==> config.mk <==
export PLATFORM = sky130hd
export DESIGN_NAME = parity_receiver
export DESIGN_NICKNAME = d
export VERILOG_FILES = /design/src/rtl/parity_receiver_pkg.sv /design/src/rtl/parity_receiver.sv
export SDC_FILE = /design/constraint.sdc
export NUM_CORES = 1
export LEC_CHECK = 0
export CAP_MARGIN = 20
export CORE_ASPECT_RATIO = 1.2
export CORE_MARGIN = 2
export CORE_UTILIZATION = 49
export CTS_CLUSTER_DIAMETER = 60
export DETAILED_ROUTE_END_ITERATION = 8
export GPL_TIMING_DRIVEN = 0
export HOLD_SLACK_MARGIN = 0.06
export PLACE_DENSITY = 0.78
export SLEW_MARGIN = 20
export SYNTH_ARGS = -nofsm -noshare
export SYNTH_HDL_FRONTEND = slang
export SYNTH_SLANG_ARGS = --single-unit
==> constraint.sdc <==
create_clock -name clock -period 2 [get_ports clock]
set_clock_uncertainty 0.05 [all_clocks]
set_input_delay 0.4 -clock clock [delete_from_list [all_inputs] [get_ports clock]]
set_output_delay 0.4 -clock clock [all_outputs]
set_load 0.005 [all_outputs]
==> src/rtl/parity_receiver_pkg.sv <==
// Shared types and constants for the serial parity receiver.
`timescale 1ns/1ps
package parity_receiver_pkg;

  typedef enum logic [1:0] {
    StIdle,
    StShift,
    StCheck
  } state_t;

  localparam logic [7:0] ERR_COUNT_MAX = 8'd255;

endpackage

==> src/rtl/parity_receiver.sv <==
// Serial MSB-first frame receiver: WIDTH data bits followed by one parity bit,
// with a saturating parity-error counter.
`timescale 1ns/1ps
module parity_receiver
  import parity_receiver_pkg::*;
#(
  parameter int unsigned WIDTH      = 8,
  parameter bit          ODD_PARITY = 1'b0
) (
  input  logic             clock,
  input  logic             reset,
  input  logic             start,
  input  logic             serial_in,
  input  logic             parity_in,
  output logic [WIDTH-1:0] data_out,
  output logic             data_valid,
  output logic             parity_error,
  output logic             busy,
  output logic [7:0]       err_count
);

  localparam int unsigned CntW = $clog2(WIDTH + 1);
  localparam logic [CntW-1:0] LastBit = CntW'(WIDTH - 1);

  state_t           state_q, state_d;
  logic [WIDTH-1:0] shift_q, shift_d;
  logic [CntW-1:0]  cnt_q, cnt_d;
  logic             par_q, par_d;
  logic [WIDTH-1:0] dout_q, dout_d;
  logic             valid_q, valid_d;
  logic             perr_q, perr_d;
  logic [7:0]       errs_q, errs_d;
  logic             mismatch;

  assign mismatch = parity_in != (par_q ^ ODD_PARITY);

  always_comb begin
    state_d = state_q;
    shift_d = shift_q;
    cnt_d   = cnt_q;
    par_d   = par_q;
    dout_d  = dout_q;
    valid_d = 1'b0;
    perr_d  = 1'b0;
    errs_d  = errs_q;
    unique case (state_q)
      StIdle: begin
        if (start) begin
          state_d = StShift;
          cnt_d   = '0;
          par_d   = 1'b0;
        end
      end
      StShift: begin
        shift_d = {shift_q[WIDTH-2:0], serial_in};
        par_d   = par_q ^ serial_in;
        cnt_d   = cnt_q + 1'b1;
        if (cnt_q == LastBit) begin
          state_d = StCheck;
        end
      end
      StCheck: begin
        // Publish the word only here so data_out never shows a partial frame.
        dout_d  = shift_q;
        valid_d = 1'b1;
        perr_d  = mismatch;
        if (mismatch && (errs_q != ERR_COUNT_MAX)) begin
          errs_d = errs_q + 8'd1;
        end
        state_d = StIdle;
      end
      default: state_d = StIdle;
    endcase
  end

  always_ff @(posedge clock or posedge reset) begin
    if (reset) begin
      state_q <= StIdle;
      shift_q <= '0;
      cnt_q   <= '0;
      par_q   <= 1'b0;
      dout_q  <= '0;
      valid_q <= 1'b0;
      perr_q  <= 1'b0;
      errs_q  <= '0;
    end else begin
      state_q <= state_d;
      shift_q <= shift_d;
      cnt_q   <= cnt_d;
      par_q   <= par_d;
      dout_q  <= dout_d;
      valid_q <= valid_d;
      perr_q  <= perr_d;
      errs_q  <= errs_d;
    end
  end

  assign data_out     = dout_q;
  assign data_valid   = valid_q;
  assign parity_error = perr_q;
  assign busy         = (state_q != StIdle);
  assign err_count    = errs_q;

endmodule

==> results of run 1 <==
stage by stage:
stage | utilization [%] | area (um2) | setup TNS, ns | hold WS (ns) | total power [W]
finish | 64.1 | 1750 | 0 | 0.417 | 0.00225
global route | 64.1 | 1750 | 0 | 0.502 | 0.00243
CTS | 64.1 | 1750 | 0 | 0.437 | 0.00229
detailed placement | 60.4 | 1650 | -0.0597 | 0.440 | 0.00174
global placement | 60.4 | 1650 | -0.0586 | 0.440 | 0.00170
floorplan | - | 1380 | 0 | 0.424 | 0.00145
repair_timing:
action | in CTS | in global routing
hold buffers | 0 | 0
endpoints found under the setup margin | 1 | 0
setup buffers | 2 | 0
resized for setup | 1 | 0
cell families after synthesis:
| logic type | after synthesis | synth area share [%] |
|---|---|---|
| simple gates | 27 | 9.90 |
| flops | 33 | 59.9 |
| buf+inv | 7 | 2.36 |
| mux | 21 | 17.1 |
| xor+xnor | 5 | 3.18 |
| fa+ha+maj | 2 | 1.82 |
| compound gates | 11 | 5.72 |
cells in the mapped netlist:
| cell | instances | area share [%] |
|---|---|---|
| a22o_1 | 3 | 1.9 |
| nor3_1 | 3 | 1.1 |
| nor3b_1 | 1 | 0.55 |
| nor2b_2 | 1 | 0.64 |
| and2_1 | 1 | 0.45 |
| mux2i_1 | 1 | 0.73 |
| a31oi_1 | 1 | 0.45 |
| dfrtp_1 | 33 | 60 |
| buf_4 | 1 | 0.55 |
| nor2b_1 | 1 | 0.45 |
| buf_2 | 2 | 0.73 |
| xnor2_1 | 1 | 0.64 |
| ha_1 | 2 | 1.8 |
| nand2b_1 | 2 | 0.91 |
| inv_1 | 4 | 1.1 |
| nand4_1 | 2 | 0.91 |
| a21o_1 | 1 | 0.55 |
| nor2_1 | 5 | 1.4 |
| o21bai_1 | 1 | 0.55 |
| or2_2 | 1 | 0.45 |
| nand3_1 | 4 | 1.5 |
| mux2_2 | 20 | 16 |
| xor2_1 | 4 | 2.5 |
| nand2_1 | 6 | 1.6 |
| o211ai_1 | 1 | 0.55 |
| a21oi_1 | 1 | 0.36 |
| a41oi_1 | 1 | 0.64 |
| o21ai_0 | 2 | 0.73 |
worst max path at each step:
stage | endpoint | slack [ns]
global route | busy | 0.02
floorplan | err_count[1]$_DFFE_PP0P_ | 0.39
detailed placement | err_count[4]$_DFFE_PP0P_ | -0.06
finish | busy | 0.10
global placement | err_count[4]$_DFFE_PP0P_ | -0.06
CTS | busy | 0.07
area by class of cell:
cell class	count	area (um2)
clock inverters	1	30.0
repair buffers	25	245
flip-flops and latches	33	827
fillers	232	981
clock buffers	7	55.1
inverters	4	15.0
plain buffers	3	17.5
multi-input cells	66	519
well taps	34	42.5
where the power goes:
| group | internal (W) | switching (W) |
|---|---|---|
| sequential | 0.000895 | 0.000164 |
| combinational | 0.000440 | 0.000237 |
| clock | 0.000298 | 0.000218 |
| total | 0.00163 | 0.000619 |
registers in the layout (all words and copies together), names as in the netlist:
| signal | cells |
|---|---|
| cnt_q | 4 |
| data_out | 8 |
| data_valid | 1 |
| err_count | 8 |
| par_q | 1 |
| parity_error | 1 |
| shift_q | 8 |
| state_q | 2 |
metal layers:
metal | share of wire [%] | vias up | routed length [um]
li1 | - | 436 | -
met1 | 40 | 456 | 930
met2 | 54 | 23 | 1240
met3 | 5.2 | 2 | 120
met4 | 0.82 | 0 | 19
met5 | 0 | - | 0
==> reports/qor.yml, run 1 <==
routing:
  total_via_count_after_detailed_routing: 917
  drt-vias-per-instance: 5.30
  first_pass_iters: 4
  drc: 0
  route.final.wire_length_um: 2310
  drt-wirelength-per-cell_um: 13.4
  initial_drc_count: 19
  drt.antenna.violating_nets: 0
die:
  ports_placed_on_the_boundary: 24
  core_um2: 2730
  die_y_um: 62.1
  initial_core_util_pct: 50.4
  die_area_um2: 3250
  core.rowCount: 21
  die_width_um: 52.4
cts:
  clock_tree_from_tritoncts: "done"
  root_buffer: "clkbuf_4"
  htree_num_levels: 2
  clockBufferDepth: 2
  cts-buffers-inserted: 5
  clk_latency_ns: 0.33
  tritoncts_num_sinks: 33
  clk_pin_slew_ns: 0.10
critical_path:
  rr_startpoint: "err_count[0]$_DFFE_PP0P_"
  critical_path_peak_fanout: 2
  setup.worst_path.start_class: "flop"
  worst_ep_arrival_time_ns: 1.45
  critical_path.endpoint_type: "output pin"
  cp_bufs_invs: 1
  reg2reg_to: "err_count[1]$_DFFE_PP0P_"
  critical_path.top_delay_family: "buffers and inverters"
  timing.critical_path.required_ns: 1.55
  reg2reg_setup_slack_ns: 0.26
  reg2reg_depth: 4
  worst-setup-path-type: "reg2out"
  critical_path.startpoint: "state_q[1]$_DFFE_PP0P_"
  timing.critical_path.slowest_stage_cell: "clkdlybuf4s50_1"
  cp_cell_sequence: "or2_2 > clkdlybuf4s50_1"
  max_stage_delay_ns: 0.44
  stages_on_the_worst_setup_path: 2
layout:
  flow.area_growth_from_synthesis_pct: 27.2
  drive_above_1_share_pct: 25.9
  layout.cells.most_common_list: "dfrtp_1 (32), clkdlybuf4s50_1 (23), mux2_2 (20)"
  fin_cells: 173
  mostFrequentLayoutCell: "dfrtp_1"
  design.final.nets: 145
  antennaDiodeCount: 0
status:
  run_status: "finished clean"
flow_run:
  cap_violations: 0
global_routing:
  grt_usage_pct: 16.5
  grt_pass1_vias: 867
  antenna_violations_before_repair: 0
  grt_util_met1_pct: 18.7
  grt_start_max_net_pins: 34
  first_pass_grt_wire_length_um: 3800
  use_met3_pct: 7.42
  busiest_layer: "met2"
  use_met2_pct: 28.0
  overflow: 0
placed_design:
  place.detailed.hpwl_um: 1520
  dp_worst_setup_slack_ns: -0.0597
  buffer_ports.inserted: 23
  routabilityCongestion: 0.696
  dp.cells: 163
min_path:
  min-delay-path-class: "in2async"
sta:
  post-route-min-period_ns: 1.90
  hold_viol_final: 0
  finalCritPeriodShare_pct: 94.8
  timing.final.max_slew_violations: 0
  maxClockFrequency_mhz: 527
  rsz_0062_raised_after_global_routing: "no"
  max_slew.worst_pin.slew_ns: 0.656
  setup_violations: 0
  finalWorstSetupSlack_ns: 0.104
  slew-limit-headroom_pct: 56.2
synth:
  mappedNetlistArea_um2: 1380
  yosysUniqueCellTypes: 28
  synth-warning-count: 0
  postSynthRegisterBits: 33
  synth.net_count: 113
  postSynthAreaPerCell_um2: 13.0
  syn_inst: 106
  synth-seq-area-share_pct: 59.9
power_and_ir_drop:
  power_per_cell_area_nw_per_um2: 1290
  power.static_leakage_nw: 0.810
  peakVddDrop_mv: 0.882
No activity file was read; power rests on OpenSTA's default activity.
==> run 2: changes to the inputs <==
Settings changed: CELL_PAD_IN_SITES_DETAIL_PLACEMENT set to 0, CELL_PAD_IN_SITES_GLOBAL_PLACEMENT set to 1, CORE_MARGIN 2 to not set, CORE_UTILIZATION 49 to 41, PLACE_DENSITY 0.78 to 0.8.
==> reports/qor.yml, run 2 (synthesis results as in run 1) <==
placed_design:
  routabilityCongestion: 0.665  # -4.5%
  place.detailed.hpwl_um: 1560  # +2.7%
  buffer_ports.inserted: 23  # unchanged
routing:
  initial_drc_count: 31  # +12
  drt-vias-per-instance: 5.17  # -2.5%
  drt-wirelength-per-cell_um: 13.1  # -1.7%
  route.final.wire_length_um: 2310  # about the same
  first_pass_iters: 4  # unchanged
  drt.antenna.violating_nets: 0  # unchanged
  total_via_count_after_detailed_routing: 910  # -0.76%
  drc: 0  # unchanged
global_routing:
  antenna_violations_before_repair: 0  # unchanged
  overflow: 0  # unchanged
  grt_usage_pct: 16.3  # -0.28 points
  grt_pass1_vias: 914  # +5.4%
  first_pass_grt_wire_length_um: 4110  # +8.0%
  grt_start_max_net_pins: 34  # unchanged
critical_path:
  critical_path_peak_fanout: 2  # unchanged
  timing.critical_path.required_ns: 1.55  # about the same
  setup.worst_path.start_class: "flop"
  timing.critical_path.slowest_stage_cell: "clkdlybuf4s50_1"
  worst-setup-path-type: "reg2out"
  critical_path.top_delay_family: "buffers and inverters"
  cp_bufs_invs: 1  # unchanged
  worst_ep_arrival_time_ns: 1.48  # +0.03 ns
  critical_path.endpoint_type: "output pin"
  max_stage_delay_ns: 0.44  # about the same
  cp_cell_sequence: "or2_2 > clkdlybuf4s50_1"
sta:
  finalCritPeriodShare_pct: 96.3  # +1.5 points
  maxClockFrequency_mhz: 519  # -1.6%
  slew-limit-headroom_pct: 55.5  # -0.70 points
  timing.final.max_slew_violations: 0  # unchanged
  setup_violations: 0  # unchanged
  max_slew.worst_pin.slew_ns: 0.667  # +0.0105 ns
  rsz_0062_raised_after_global_routing: "no"
  post-route-min-period_ns: 1.93  # +0.0306 ns
  hold_viol_final: 0  # unchanged
layout:
  flow.area_growth_from_synthesis_pct: 26.9
  mostFrequentLayoutCell: "dfrtp_1"
  utilization_pct: 55.7  # -8.4 points
  ff_latch_area_um2: 828  # +0.15%
  number_of_filler_cells_placed_in_the_layout: 285  # +23%
  design.final.nets: 146  # +0.69%
  multiInputGateArea_um2: 519  # unchanged
  layout.cells.most_common_list: "dfrtp_1 (31), clkdlybuf4s50_1 (23), mux2_2 (20)"
  drive_above_1_share_pct: 27.9  # +2.0 points
  antennaDiodeCount: 0  # unchanged
flow_run:
  cap_violations: 0  # unchanged
min_path:
  min-delay-path-class: "in2async"
power_and_ir_drop:
  power_per_cell_area_nw_per_um2: 1240  # -3.6%
  power.static_leakage_nw: 0.808  # -0.18%
  total_power_consumption_of_the_routed_design_w: 0.00217  # -3.8%
  peakVddDrop_mv: 0.802  # -9.1%
die:
  ports_placed_on_the_boundary: 24  # unchanged
  die_width_um: 54.9  # +4.8%
  initial_core_util_pct: 43.9  # -6.5 points
  die_area_um2: 3600  # +11%
  core.rowCount: 22  # +4.8%
  die_y_um: 65.5  # +5.5%
  core_um2: 3140  # +15%
cts:
  clockBufferDepth: 2  # unchanged
  htree_num_levels: 2  # unchanged
  tritoncts_num_sinks: 33  # unchanged
  clock_tree_from_tritoncts: "done"
  root_buffer: "clkbuf_4"
  clk_pin_slew_ns: 0.10  # about the same
  ctsHoldBuffers: 0  # unchanged
  clk_latency_ns: 0.33  # about the same
  cts-buffers-inserted: 5  # unchanged
status:
  run_status: "finished clean"
## run 2: timing repair
item	4_1_cts	5_1_grt
resized for setup	2	0
setup endpoints to repair	1	1
buffers inserted	1	2
## run 2: layer usage
layer	global-route usage [%]	wire (um)
met1	21.0	1030
met2	23.9	1130
met3	5.09	102
met4	8.44	51
met5	0	0
## run 2: worst reg2reg max path: cells and delay by family, from the launching register on
family / cells / cell delay (ns)
AOI/OAI and AO/OA: 1 / 0.43
adders and majority gates: 1 / 0.19
DFF: 1 / 0.44
muxes: 1 / 0.38
and+or+nand+nor: 1 / 0.15
## run 2: area by class of cell
type	instances	area share [%]
buffer	3	1.00
inverter	4	0.859
clock inverter	1	0.286
tap	36	2.58
sequential	33	47.4
clock buffer	7	3.72
multi-input combinational	66	29.7
timing repair buffer	26	14.5
## run 2: path summary, 6_finish.rpt
| path | from | endpoint | slack [ns] | cells past startpoint |
|---|---|---|---|---|
| min in group clock | data_out[7]$_DFFE_PP0P_ | data_out[7]$_DFFE_PP0P_ | 0.46 | 1 |
| max in group asynchronous | reset | state_q[0]$_DFFE_PP0P_ | 0.99 | 2 |
| hold / removal | reset | err_count[6]$_DFFE_PP0P_ | 0.43 | 2 |
| setup reg to reg | err_count[0]$_DFFE_PP0P_ | err_count[1]$_DFFE_PP0P_ | 0.26 | 4 |
| hold reg to reg | data_out[7]$_DFFE_PP0P_ | data_out[7]$_DFFE_PP0P_ | 0.46 | 1 |
| setup / recovery | state_q[1]$_DFFE_PP0P_ | busy | 0.07 | 2 |
## run 2: where the power goes
| part | switching, W | leakage [nW] | internal [W] |
|---|---|---|---|
| Clock | 0.000225 | 0.0413 | 0.000204 |
| Combinational | 0.000237 | 0.345 | 0.000447 |
| Sequential | 0.000159 | 0.422 | 0.000896 |
## run 2: through the flow
step	hold WS, ns	worst slack, ns	std cells	TNS [ns]	cell area (um2)
3_5_place_dp	0.444	-0.0601	165	-0.0601	1650
3_3_place_gp	0.441	-0.0675	165	-0.0675	1650
2_1_floorplan	0.424	0.388	106	0	1380
4_1_cts	0.455	0.00720	174	0	1730
6_report	0.428	0.0731	176	0	1750
5_1_grt	0.487	0.0258	176	0	1750
==> run 3: changes to the inputs <==
--- a/config.mk
+++ b/config.mk
@@ -16,5 +16,4 @@
 export HOLD_SLACK_MARGIN = 0.06
 export PLACE_DENSITY = 0.8
-export SLEW_MARGIN = 20
 export SYNTH_ARGS = -nofsm -noshare
 export SYNTH_HDL_FRONTEND = slang
==> constraint.sdc (replaced) <==
create_clock -name clock -period 2 [get_ports clock]
set_clock_uncertainty 0.05 [all_clocks]
set_input_delay 0.5 -clock clock [delete_from_list [all_inputs] [get_ports clock]]
set_output_delay 0.5 -clock clock [all_outputs]
set_load 0.005 [all_outputs]
==> reports/qor.yml, run 3 (synthesis results as in run 1) <==
routing:
  drc: 0  # unchanged
  highest_layer: "met4"
  routed-wl-met3_um: 114  # +12%
  drt_met1_wl_um: 1030  # +0.58%
  dr_wl_met2_um: 1220  # +8.1%
  drt-vias-per-instance: 5.24  # +1.4%
  total_via_count_after_detailed_routing: 923  # +1.4%
  drt.antenna.violating_nets: 0  # unchanged
  first_pass_iters: 2  # -2
  route.final.wire_length_um: 2390  # +3.2%
  drt-wirelength-per-cell_um: 13.6  # +3.2%
  initial_drc_count: 16  # -48%
cts:
  clock_tree_from_tritoncts: "done"
  clk_pin_slew_ns: 0.11  # about the same
  cts-buffers-inserted: 5  # unchanged
  tritoncts_num_sinks: 33  # unchanged
  root_buffer: "clkbuf_4"
  ctsHoldBuffers: 0  # unchanged
  clockBufferDepth: 2  # unchanged
  htree_num_levels: 2  # unchanged
  clk_latency_ns: 0.33  # about the same
global_routing:
  grt_pass1_vias: 924  # +1.1%
  grt_start_max_net_pins: 20  # -41%
  first_pass_grt_wire_length_um: 4230  # +3.0%
  antenna_violations_before_repair: 0  # unchanged
  grt_usage_pct: 17.2  # +0.91 points
  overflow: 0  # unchanged
power_and_ir_drop:
  clock_network_fraction_of_total_power_pct: 19.7  # about the same
  fraction_of_power_spent_switching_nets_pct: 28.6  # about the same
  power.net_switching_w: 0.000619  # -0.35%
  part_of_the_total_power_dissipated_in_combinational_logic_pct: 31.5  # about the same
  power_per_cell_area_nw_per_um2: 1220  # -1.4%
  power.static_leakage_nw: 0.816  # +1.0%
  share_seq_of_total_power_pct: 48.7  # about the same
  peakVddDrop_mv: 0.800  # -0.26%
  p_int_w: 0.00154  # -0.34%
die:
  ports_placed_on_the_boundary: 24  # unchanged
  core.rowCount: 22  # unchanged
  initial_core_util_pct: 43.9  # unchanged
  die_width_um: 54.9  # unchanged
  die_y_um: 65.5  # unchanged
  core_um2: 3140  # unchanged
  die_area_um2: 3600  # unchanged
status:
  run_status: "finished clean"
placed_design:
  instance_area_after_placement_um2: 1680  # +1.7%
  routabilityCongestion: 0.665  # unchanged
  place.detailed.hpwl_um: 1640  # +4.8%
  dp_worst_setup_slack_ns: -0.159  # -0.0989 ns
  buffer_ports.inserted: 23  # unchanged
critical_path:
  cp_bufs_invs: 1  # unchanged
  timing.critical_path.required_ns: 1.45  # -0.10 ns
  critical_path.top_delay_family: "buffers and inverters"
  max_stage_delay_ns: 0.54  # +0.10 ns
  critical_path.endpoint_type: "output pin"
  cp_cell_sequence: "clkdlybuf4s50_1"
  worst-setup-path-type: "reg2out"
  critical_path_peak_fanout: 6  # +4
  timing.critical_path.slowest_stage_cell: "clkdlybuf4s50_1"
  worst_ep_arrival_time_ns: 1.34  # -0.14 ns
  setup.worst_path.start_class: "flop"
layout:
  flow.area_growth_from_synthesis_pct: 28.2
  layout.cells.most_common_list: "dfrtp_1 (31), clkdlybuf4s50_1 (22), mux2_2 (20)"
  stdcell_area_um2: 1770  # +1.1%
  design.final.nets: 146  # unchanged
  mostFrequentLayoutCell: "dfrtp_1"
  antennaDiodeCount: 0  # unchanged
  drive_above_1_share_pct: 27.1  # -0.71 points
  number_of_filler_cells_placed_in_the_layout: 277  # -2.8%
sta:
  whs_ns: 0.464  # +0.0361 ns
  post-route-min-period_ns: 1.89  # -0.0406 ns
  setup_violations: 0  # unchanged
  finalWorstSetupSlack_ns: 0.114  # +0.0406 ns
  rsz_0062_raised_after_global_routing: "no"
  slew-limit-headroom_pct: 55.5  # about the same
  timing.final.max_slew_violations: 0  # unchanged
  hold_viol_final: 0  # unchanged
  maxClockFrequency_mhz: 530  # +2.2%
  max_slew.worst_pin.slew_ns: 0.668  # +0.000653 ns
  finalCritPeriodShare_pct: 94.3  # -2.0 points
flow_run:
  cap_violations: 0  # unchanged
min_path:
  min-delay-path-class: "reg2reg"
run 3: cell types whose count changed in the layout (fill, tap and decap cells not counted), sizes merged:
cell | previous run | this run
dlygate4sd2 | 0 | 1
clkdlybuf4s50 | 23 | 22
run 3: cell type report:
| type | instances | area, um2 | share of cell area [%] |
|---|---|---|---|
| sequential | 33 | 828 | 46.9 |
| multi-input combinational | 66 | 519 | 29.4 |
| timing repair buffer | 26 | 272 | 15.4 |
| clock buffer | 7 | 65.1 | 3.68 |
| tap | 36 | 45.0 | 2.55 |
| buffer | 3 | 17.5 | 0.992 |
| inverter | 4 | 15.0 | 0.850 |
| clock inverter | 1 | 5.00 | 0.283 |
run 3: worst paths after layout:
| check | cells after the start | start | slack, ns | end |
|---|---|---|---|---|
| min in group asynchronous | 2 | reset | 0.49 | parity_error$_DFF_PP0_ |
| worst max-delay path | 1 | err_count[5]$_DFFE_PP0P_ | 0.11 | err_count[5] |
| worst max register to register | 4 | err_count[0]$_DFFE_PP0P_ | 0.23 | err_count[1]$_DFFE_PP0P_ |
| worst min-delay path | 1 | data_out[7]$_DFFE_PP0P_ | 0.46 | data_out[7]$_DFFE_PP0P_ |
| worst min register to register | 1 | data_out[7]$_DFFE_PP0P_ | 0.46 | data_out[7]$_DFFE_PP0P_ |
| max in group asynchronous | 3 | reset | 0.85 | state_q[0]$_DFFE_PP0P_ |
run 3: through the flow:
stage | TNS [ns] | power, W | util, % | std cells
finish | 0 | 0.00216 | 56.3 | 176
CTS | 0 | 0.00219 | 56.3 | 176
detailed placement | -0.159 | 0.00175 | 53.5 | 166
floorplan | 0 | 0.00145 | - | 106
global route | 0 | 0.00234 | 56.3 | 176
global placement | -1.04 | 0.00171 | 52.7 | 165
run 3: layer usage:
metal,vias to the layer above,track usage [%]
li1,435,-
met5,-,0
met3,2,7.18
met1,466,21.3
met4,0,7.50
met2,20,25.6
run 3: power groups by stage:
stage / combinational [W] / sequential (W) / clock (W)
floorplan: 0.000406 / 0.00105 / 0
detailed placement: 0.000662 / 0.00108 / 0
global placement: 0.000637 / 0.00107 / 0
finish: 0.000681 / 0.00105 / 0.000426
CTS: 0.000694 / 0.00106 / 0.000441
global route: 0.000771 / 0.00109 / 0.000481
run 3: repair_timing:
action	CTS	global route
setup endpoints to repair	1	0
buffers inserted	2	0
resized for setup	3	0
